File: src/rtl/user_pwm_bank_if.sv
// APB4 register bus and user GPIO pin bundle shared by user-slot IPs.
// apb4_if carries 32-bit address/data; user_gpio_if is sized by GPIO_W.
interface apb4_if;
    logic        psel;
    logic        penable;
    logic        pwrite;
    logic [31:0] paddr;
    logic [31:0] pwdata;
    logic [3:0]  pstrb;
    logic [2:0]  pprot;
    logic [31:0] prdata;
    logic        pready;
    logic        pslverr;

    modport master (
        output psel, penable, pwrite, paddr, pwdata, pstrb, pprot,
        input  prdata, pready, pslverr
    );
    modport slave (
        input  psel, penable, pwrite, paddr, pwdata, pstrb, pprot,
        output prdata, pready, pslverr
    );
endinterface

interface user_gpio_if #(
    parameter int unsigned GPIO_W = 16
);
    logic [GPIO_W-1:0] gpio_in;
    logic [GPIO_W-1:0] gpio_out;
    logic [GPIO_W-1:0] gpio_oe;

    modport dut (input gpio_in, output gpio_out, gpio_oe);
    modport pad (output gpio_in, input gpio_out, gpio_oe);
endinterface

File: src/rtl/user_pwm_bank.sv
// APB4 user IP: CH_NUM edge-aligned PWM channels on a shared prescaler/counter.
// Define USER_PWM_SHADOW_EN to buffer PERIOD/DUTY writes until the counter wraps.
module user_pwm_bank #(
    parameter logic [7:0]  ID     = 8'd255,
    parameter int unsigned CH_NUM = 4,
    parameter int unsigned CNT_W  = 16,
    parameter int unsigned GPIO_W = 16
) (
    input logic      clk_i,
    input logic      rst_n_i,
    user_gpio_if.dut gpio,
    apb4_if.slave    apb
);
    localparam logic [7:0] A_ID     = 8'h00;
    localparam logic [7:0] A_CTRL   = 8'h04;
    localparam logic [7:0] A_PSCR   = 8'h08;
    localparam logic [7:0] A_PERIOD = 8'h0C;
    localparam logic [7:0] A_CHEN   = 8'h10;
    localparam logic [7:0] A_POL    = 8'h14;
    localparam logic [7:0] A_CNT    = 8'h18;
    localparam logic [7:0] A_DUTY0  = 8'h20;

    logic [7:0]        addr;
    logic              wr_en;
    logic              rd_en;
    logic [CNT_W-1:0]  wdata_cnt;
    logic              en;
    logic              clr;
    logic              wr_pscr;
    logic              wr_period;
    logic [15:0]       pscr;
    logic [15:0]       psc_cnt;
    logic [CNT_W-1:0]  period;
    logic [CNT_W-1:0]  period_rd;
    logic [CNT_W-1:0]  cnt;
    logic [CNT_W-1:0]  duty    [CH_NUM];
    logic [CNT_W-1:0]  duty_rd [CH_NUM];
    logic [CH_NUM-1:0] chen;
    logic [CH_NUM-1:0] pol;
    logic [5:0]        duty_idx;
    logic [CH_NUM-1:0] duty_hit;
    logic [CH_NUM-1:0] duty_wr;
    logic              tick;
    logic              wrap;
    logic [31:0]       rdata;
    logic [GPIO_W-1:0] out_d;
    logic [GPIO_W-1:0] oe_d;
    logic [GPIO_W-1:0] out_q;
    logic [GPIO_W-1:0] oe_q;
    logic              unused_ok;

    assign addr      = apb.paddr[7:0];
    assign wr_en     = apb.psel & apb.penable & apb.pwrite;
    assign rd_en     = apb.psel & apb.penable & ~apb.pwrite;
    assign wdata_cnt = apb.pwdata[CNT_W-1:0];
    assign clr       = wr_en && (addr == A_CTRL) && apb.pwdata[1];
    assign wr_pscr   = wr_en && (addr == A_PSCR);
    assign wr_period = wr_en && (addr == A_PERIOD);
    assign tick      = en && (psc_cnt == pscr);
    assign wrap      = tick && (cnt >= period);
    assign duty_idx  = addr[7:2] - 6'd8;

    always_comb begin
        duty_hit = '0;
        for (int unsigned i = 0; i < CH_NUM; i++) begin
            duty_hit[i] = (addr >= A_DUTY0) && (addr[1:0] == 2'b00) && (duty_idx == 6'(i));
        end
        duty_wr = duty_hit & {CH_NUM{wr_en}};
    end

    always_ff @(posedge clk_i) begin
        if (!rst_n_i) begin
            en   <= 1'b0;
            pscr <= '0;
            chen <= '0;
            pol  <= '0;
        end else if (wr_en) begin
            case (addr)
                A_CTRL:  en   <= apb.pwdata[0];
                A_PSCR:  pscr <= apb.pwdata[15:0];
                A_CHEN:  chen <= apb.pwdata[CH_NUM-1:0];
                A_POL:   pol  <= apb.pwdata[CH_NUM-1:0];
                default: ;
            endcase
        end
    end

    // CLR wins over a coincident tick; a PSCR write restarts the prescale interval.
    always_ff @(posedge clk_i) begin
        if (!rst_n_i) begin
            psc_cnt <= '0;
            cnt     <= '0;
        end else begin
            if (clr || wr_pscr || tick) begin
                psc_cnt <= '0;
            end else if (en) begin
                psc_cnt <= psc_cnt + 16'd1;
            end
            if (clr || wrap) begin
                cnt <= '0;
            end else if (tick) begin
                cnt <= cnt + CNT_W'(1);
            end
        end
    end

`ifdef USER_PWM_SHADOW_EN
    logic [CNT_W-1:0] period_sh;
    logic [CNT_W-1:0] duty_sh [CH_NUM];
    logic             load;

    assign load = !en || wrap;

    // A write landing on a load edge bypasses the shadow so it is not lost.
    always_ff @(posedge clk_i) begin
        if (!rst_n_i) begin
            period_sh <= '0;
            period    <= '0;
            for (int unsigned i = 0; i < CH_NUM; i++) begin
                duty_sh[i] <= '0;
                duty[i]    <= '0;
            end
        end else begin
            if (wr_period) period_sh <= wdata_cnt;
            if (load)      period    <= wr_period ? wdata_cnt : period_sh;
            for (int unsigned i = 0; i < CH_NUM; i++) begin
                if (duty_wr[i]) duty_sh[i] <= wdata_cnt;
                if (load)       duty[i]    <= duty_wr[i] ? wdata_cnt : duty_sh[i];
            end
        end
    end

    assign period_rd = period_sh;
    assign duty_rd   = duty_sh;
`else
    always_ff @(posedge clk_i) begin
        if (!rst_n_i) begin
            period <= '0;
            for (int unsigned i = 0; i < CH_NUM; i++) begin
                duty[i] <= '0;
            end
        end else begin
            if (wr_period) period <= wdata_cnt;
            for (int unsigned i = 0; i < CH_NUM; i++) begin
                if (duty_wr[i]) duty[i] <= wdata_cnt;
            end
        end
    end

    assign period_rd = period;
    assign duty_rd   = duty;
`endif

    always_comb begin
        rdata = '0;
        case (addr)
            A_ID:     rdata[7:0]        = ID;
            A_CTRL:   rdata[0]          = en;
            A_PSCR:   rdata[15:0]       = pscr;
            A_PERIOD: rdata[CNT_W-1:0]  = period_rd;
            A_CHEN:   rdata[CH_NUM-1:0] = chen;
            A_POL:    rdata[CH_NUM-1:0] = pol;
            A_CNT:    rdata[CNT_W-1:0]  = cnt;
            default: begin
                for (int unsigned i = 0; i < CH_NUM; i++) begin
                    if (duty_hit[i]) rdata[CNT_W-1:0] = duty_rd[i];
                end
            end
        endcase
    end

    always_comb begin
        out_d = '0;
        oe_d  = '0;
        for (int unsigned i = 0; i < CH_NUM; i++) begin
            out_d[i] = en ? ((cnt < duty[i]) ^ pol[i]) : pol[i];
        end
        oe_d[CH_NUM-1:0] = chen;
    end

    always_ff @(posedge clk_i) begin
        if (!rst_n_i) begin
            out_q <= '0;
            oe_q  <= '0;
        end else begin
            out_q <= out_d;
            oe_q  <= oe_d;
        end
    end

    assign gpio.gpio_out = out_q;
    assign gpio.gpio_oe  = oe_q;
    assign apb.prdata    = rd_en ? rdata : '0;
    assign apb.pready    = 1'b1;
    assign apb.pslverr   = 1'b0;

    assign unused_ok = &{1'b0, apb.paddr[31:8], apb.pwdata, apb.pstrb, apb.pprot, gpio.gpio_in, 1'b0};
endmodule

File: src/flat_wrapper.sv
// flat-port wrapper written by rule: the top's interface ports become plain ports
module user_pwm_bank_flat 
#(
    parameter logic [7:0]  ID     = 8'd255,
    parameter int unsigned CH_NUM = 4,
    parameter int unsigned CNT_W  = 16,
    parameter int unsigned GPIO_W = 16
)
  (clk_i, rst_n_i, gpio_gpio_in, gpio_gpio_out, gpio_gpio_oe, apb_psel, apb_penable, apb_pwrite, apb_paddr, apb_pwdata, apb_pstrb, apb_pprot, apb_prdata, apb_pready, apb_pslverr);
  user_gpio_if #(.GPIO_W(GPIO_W)) gpio_i ();
  apb4_if apb_i ();
  input logic clk_i;
  input logic rst_n_i;
  input wire logic [$bits(gpio_i.gpio_in)-1:0] gpio_gpio_in;
  output wire logic [$bits(gpio_i.gpio_out)-1:0] gpio_gpio_out;
  output wire logic [$bits(gpio_i.gpio_oe)-1:0] gpio_gpio_oe;
  input wire logic [$bits(apb_i.psel)-1:0] apb_psel;
  input wire logic [$bits(apb_i.penable)-1:0] apb_penable;
  input wire logic [$bits(apb_i.pwrite)-1:0] apb_pwrite;
  input wire logic [$bits(apb_i.paddr)-1:0] apb_paddr;
  input wire logic [$bits(apb_i.pwdata)-1:0] apb_pwdata;
  input wire logic [$bits(apb_i.pstrb)-1:0] apb_pstrb;
  input wire logic [$bits(apb_i.pprot)-1:0] apb_pprot;
  output wire logic [$bits(apb_i.prdata)-1:0] apb_prdata;
  output wire logic [$bits(apb_i.pready)-1:0] apb_pready;
  output wire logic [$bits(apb_i.pslverr)-1:0] apb_pslverr;
  assign gpio_i.gpio_in = gpio_gpio_in;
  assign gpio_gpio_out = gpio_i.gpio_out;
  assign gpio_gpio_oe = gpio_i.gpio_oe;
  assign apb_i.psel = apb_psel;
  assign apb_i.penable = apb_penable;
  assign apb_i.pwrite = apb_pwrite;
  assign apb_i.paddr = apb_paddr;
  assign apb_i.pwdata = apb_pwdata;
  assign apb_i.pstrb = apb_pstrb;
  assign apb_i.pprot = apb_pprot;
  assign apb_prdata = apb_i.prdata;
  assign apb_pready = apb_i.pready;
  assign apb_pslverr = apb_i.pslverr;
  user_pwm_bank #(.ID(ID), .CH_NUM(CH_NUM), .CNT_W(CNT_W), .GPIO_W(GPIO_W)) u_core (.clk_i(clk_i), .rst_n_i(rst_n_i), .gpio(gpio_i), .apb(apb_i));
endmodule
File: config.mk
export PLATFORM = sky130hd
export DESIGN_NAME = user_pwm_bank_flat
export DESIGN_NICKNAME = d
export VERILOG_FILES = /design/src/rtl/user_pwm_bank_if.sv /design/src/rtl/user_pwm_bank.sv /design/src/flat_wrapper.sv
export SDC_FILE = /design/constraint.sdc
export NUM_CORES = 1
export LEC_CHECK = 0
export ABC_AREA = 1
export BUFFER_PORTS_ARGS = -buffer_cell sky130_fd_sc_hd__buf_2
export CAP_MARGIN = 10
export CORE_MARGIN = 2
export CORE_UTILIZATION = 42
export DETAILED_ROUTE_END_ITERATION = 10
export MAX_ROUTING_LAYER = met4
export PLACE_DENSITY_LB_ADDON = 0.25
export SLEW_MARGIN = 0
export SYNTH_ARGS = -nofsm -noshare
export SYNTH_HDL_FRONTEND = slang
export SYNTH_SLANG_ARGS = --single-unit
File: constraint.sdc
create_clock -name clk_i -period 2.7 [get_ports clk_i]
set_clock_uncertainty 0.2 [all_clocks]
set_input_delay 0.54 -clock clk_i [delete_from_list [all_inputs] [get_ports clk_i]]
set_output_delay 0.54 -clock clk_i [all_outputs]
set_load 0.1 [all_outputs]
==> out/metrics.csv <==
stage,metric,value,unit
run_status,outcome,finished with violations,
run_status,failing checks,negative setup slack,
setup_path,Setup Crit Path Kind,in -> out,
die,width of the die,155,um
setup_path,sum of buffers and inverters on the critical path,6,
setup_path,reg2reg start,u_core.cnt[11],
route,Detail Route Antenna Nets,0,
timing,Setup Viol. Count Final,16,
setup_path,crit path cell chain,"buf_8, inv_12, ha_4, nand3_4, nor2_4, inv_2, nor2_4, buf_12, nand2_1, nand3_2, nor2_1, buf_4, nor2_4, buf_12",
logic_synthesis,number of flops mapped to enable cells by yosys,0,
route,via count,9387,
logic_synthesis,simple-gate area share of the yosys netlist,27.3,%
logic_synthesis,largest family of logic cells by synthesized area,simple AND/OR/NAND/NOR gates,
clock_network,Clock transition at path regs,0.07,ns
grt,grt ovf,0,
setup_path,CP arrival,2.16,ns
die,top-level port count,158,
cells_and_area,Ant. Diodes,0,
logic_synthesis,Post-Syn Area per Cell,6.60,um^2
logic_synthesis,Adder-Cell Fraction of Synth Area,10.3,%
route,drt initial violations,643,
power_and_ir_drop,PD cells,445,nW/um^2
logic_synthesis,post-synth top area cell,dfxtp_1,
power_and_ir_drop,Peak VDD IR,0.358,mV
route,First-pass DRT Iterations,6,
timing,crit path time final,2.90,ns
timing,Slew @ Worst Pin,0.634,ns
timing,Tcrit/Tclk final,107,%
timing,RSZ-0062 raised after global routing,true,
cells_and_area,register cell area after layout,2900,um^2
logic_synthesis,Mapped Area,9610,um^2
setup_path,CP dominant cell by count,nor2_4,
grt,pin count of the biggest net entering global routing,58,
setup_path,WP data required,1.96,ns
power_and_ir_drop,Final Power,5.26,mW
cells_and_area,"Core Util, Final",52.3,%
die,standard-cell rows,55,
power_and_ir_drop,Pleak,5.17,nW
die,Initial Utilization,42.6,%
route,Avg Vias per Cell,5.09,
setup_path,"Slowest-stage cell, CP",ha_4,
cells_and_area,# nets final,1718,
setup_path,Crit Path Max Fanout,14,
die,CORE AREA,22600,um^2
grt,vias in the first global route,8613,
route,WL per Instance,15.0,um
route,drt drc,0,
clock_network,clk buf depth,2,
die,die area,24100,um^2
placed_design,post-DP HPWL,21100,um
timing,fin worst setup slack,-0.198,ns
clock_network,total CTS buffers,17,
logic_synthesis,Synth Area in Compound Gates,15.9,%
logic_synthesis,cells after synthesis,1457,
placed_design,# port buffers,52,
logic_synthesis,top-area cell type share of the netlist area,30.2,%
cells_and_area,Area Growth Syn to Fin,22.8,%
placed_design,GPL Wtd Cong,0.915,
timing,Final Hold Viols,0,
min_path,Hold Path Class,in -> reg,
clock_network,H-tree Lvls,4,
cells_and_area,"most common cell after layout, fill and taps aside",nand2_1,
logic_synthesis,post-synthesis mux area share,0,%
grt,GRT Resource Usage Total,24.0,%
timing,TNS Setup,-1.67,ns
logic_synthesis,"Seq/Total Area, Yosys",30.2,%
clock_network,clk sink count,145,
cells_and_area,Multi-input gate area,5880,um^2
setup_path,Crit. End Element,primary output,
timing,final slew viol count,0,
logic_synthesis,Netlist cell types,37,
setup_path,crit path from,apb_paddr[5],
min_path,hold path startpoint,apb_pwdata[13],
route,WL final,27600,um
flow_run,max_cap viols,0,
clock_network,CTS tree,done,
logic_synthesis,YS warnings,0,
timing,f_max,345,MHz
timing,max_slew headroom,57.4,%
grt,initial antenna violation count,0,
setup_path,CP max stage delay,0.26,ns
logic_synthesis,xor and xnor area share after synthesis,2.00,%
clock_network,Clock Tree Root,clkbuf_16,
setup_path,Crit path max-delay family,buffers and inverters,
cells_and_area,filler instances,2187,
clock_network,Worst-Skew Late Latency,0.43,ns
grt,global-route wire length before repair,44600,um
clock_network,hold-fix buffers at CTS,0,
logic_synthesis,async set or reset register ratio after synthesis,0,%
cells_and_area,"commonest cells after routing, fill and taps aside","312 x nand2_1, 194 x inv_1, 145 x dfxtp_1",
setup_path,Worst Setup Start Kind,primary input,
die,die height,155,um
logic_synthesis,Synth area leaders,"dfxtp_1 30%, nand2_1 12%, ha_1 10%",
cells_and_area,share of layout cells above drive strength 1,17.8,%
logic_synthesis,Seq cells post-synth,145,
logic_synthesis,dominant synthesized flop cell,dfxtp_1,
sequential cells by signal (all words and copies together), names as in the netlist:
register	cells
u_core.duty	64
u_core.cnt	16
u_core.period	16
u_core.psc_cnt	16
u_core.pscr	16
u_core.chen	4
u_core.gpio.gpio_oe	4
u_core.gpio.gpio_out	4
u_core.pol	4
u_core.en	1
path summary, 6_finish.rpt:
path	end	slack [ns]	cells after the start
setup / recovery	apb_prdata[6]	-0.20	14
hold / removal	u_core.duty[29]	0.19	3
setup reg to reg	u_core.cnt[0]	0.32	10
hold reg to reg	u_core.gpio.gpio_oe[0]	0.25	2
through the flow:
step                      std cells  hold WS, ns  setup WS, ns  area (um^2)
after CTS                      1843        0.193        -0.181        11700
after global placement         1806        0.237        -0.235        10800
after global routing           1845        0.220        -0.275        11800
after floorplan                1497        0.221        -0.105         9950
after detailed placement       1806        0.244        -0.241        10800
final                          1845        0.194        -0.198        11800
worst reg2reg max path: stages, from the launching register on:
cell,delay [ns]
dfxtp_1,0.63
ha_1,0.33
nand2_1,0.07
inv_1,0.05
nand2_1,0.06
nand2_1,0.06
a21oi_1,0.24
nand3_1,0.11
nand2_1,0.08
nand3_2,0.29
nor2_1,0.19
final cells by class:
| cell class | count | share of cell area (%) |
|---|---|---|
| multi-input combinational | 1047 | 49.8 |
| sequential | 145 | 24.6 |
| clock buffer | 18 | 3.72 |
| clock inverter | 14 | 1.73 |
| inverter | 216 | 7.04 |
| timing repair buffer | 120 | 10.1 |
| tap | 285 | 3.02 |
power breakdown:
| part | total, mW | switching [mW] | internal, mW |
|---|---|---|---|
| logic | 0.517 | 0.425 | 0.0918 |
| registers | 2.14 | 0.000875 | 2.14 |
| clock network | 2.60 | 1.01 | 1.58 |
layer usage:
layer | wire [um] | track usage (%) | vias up
li1 | - | - | 4793
met1 | 12800 | 31.7 | 4272
met2 | 12800 | 38.8 | 279
met3 | 1370 | 2.40 | 43
met4 | 606 | 7.86 | 0
met5 | 0 | - | -
cells in the mapped netlist (all sizes together) (5+ instances only):
master,n
xor2,20
o21ai,138
a211oi,5
nand3,73
clkbuf,15
a21oi,134
nor3,14
buf,74
nor2,171
nand4,24
inv,215
ha,79
nand2,324
o22ai,5
dfxtp,145
cells by family after synthesis:
group,after synthesis
buffers and inverters,305
AOI/OAI and AO/OA,295
and+or+nand+nor,609
DFF,145
adders and majority gates,79
xor gates and xnor gates,22
other,2
what timing repair did:
item / 4_1_cts / 5_1_grt
cloned: 2 / 0
setup endpoints to repair: 16 / 16
gates resized for setup: 68 / 18
setup buffers: 3 / 2
pin swaps: 13 / 7
Power figures use the tool's default switching activity.
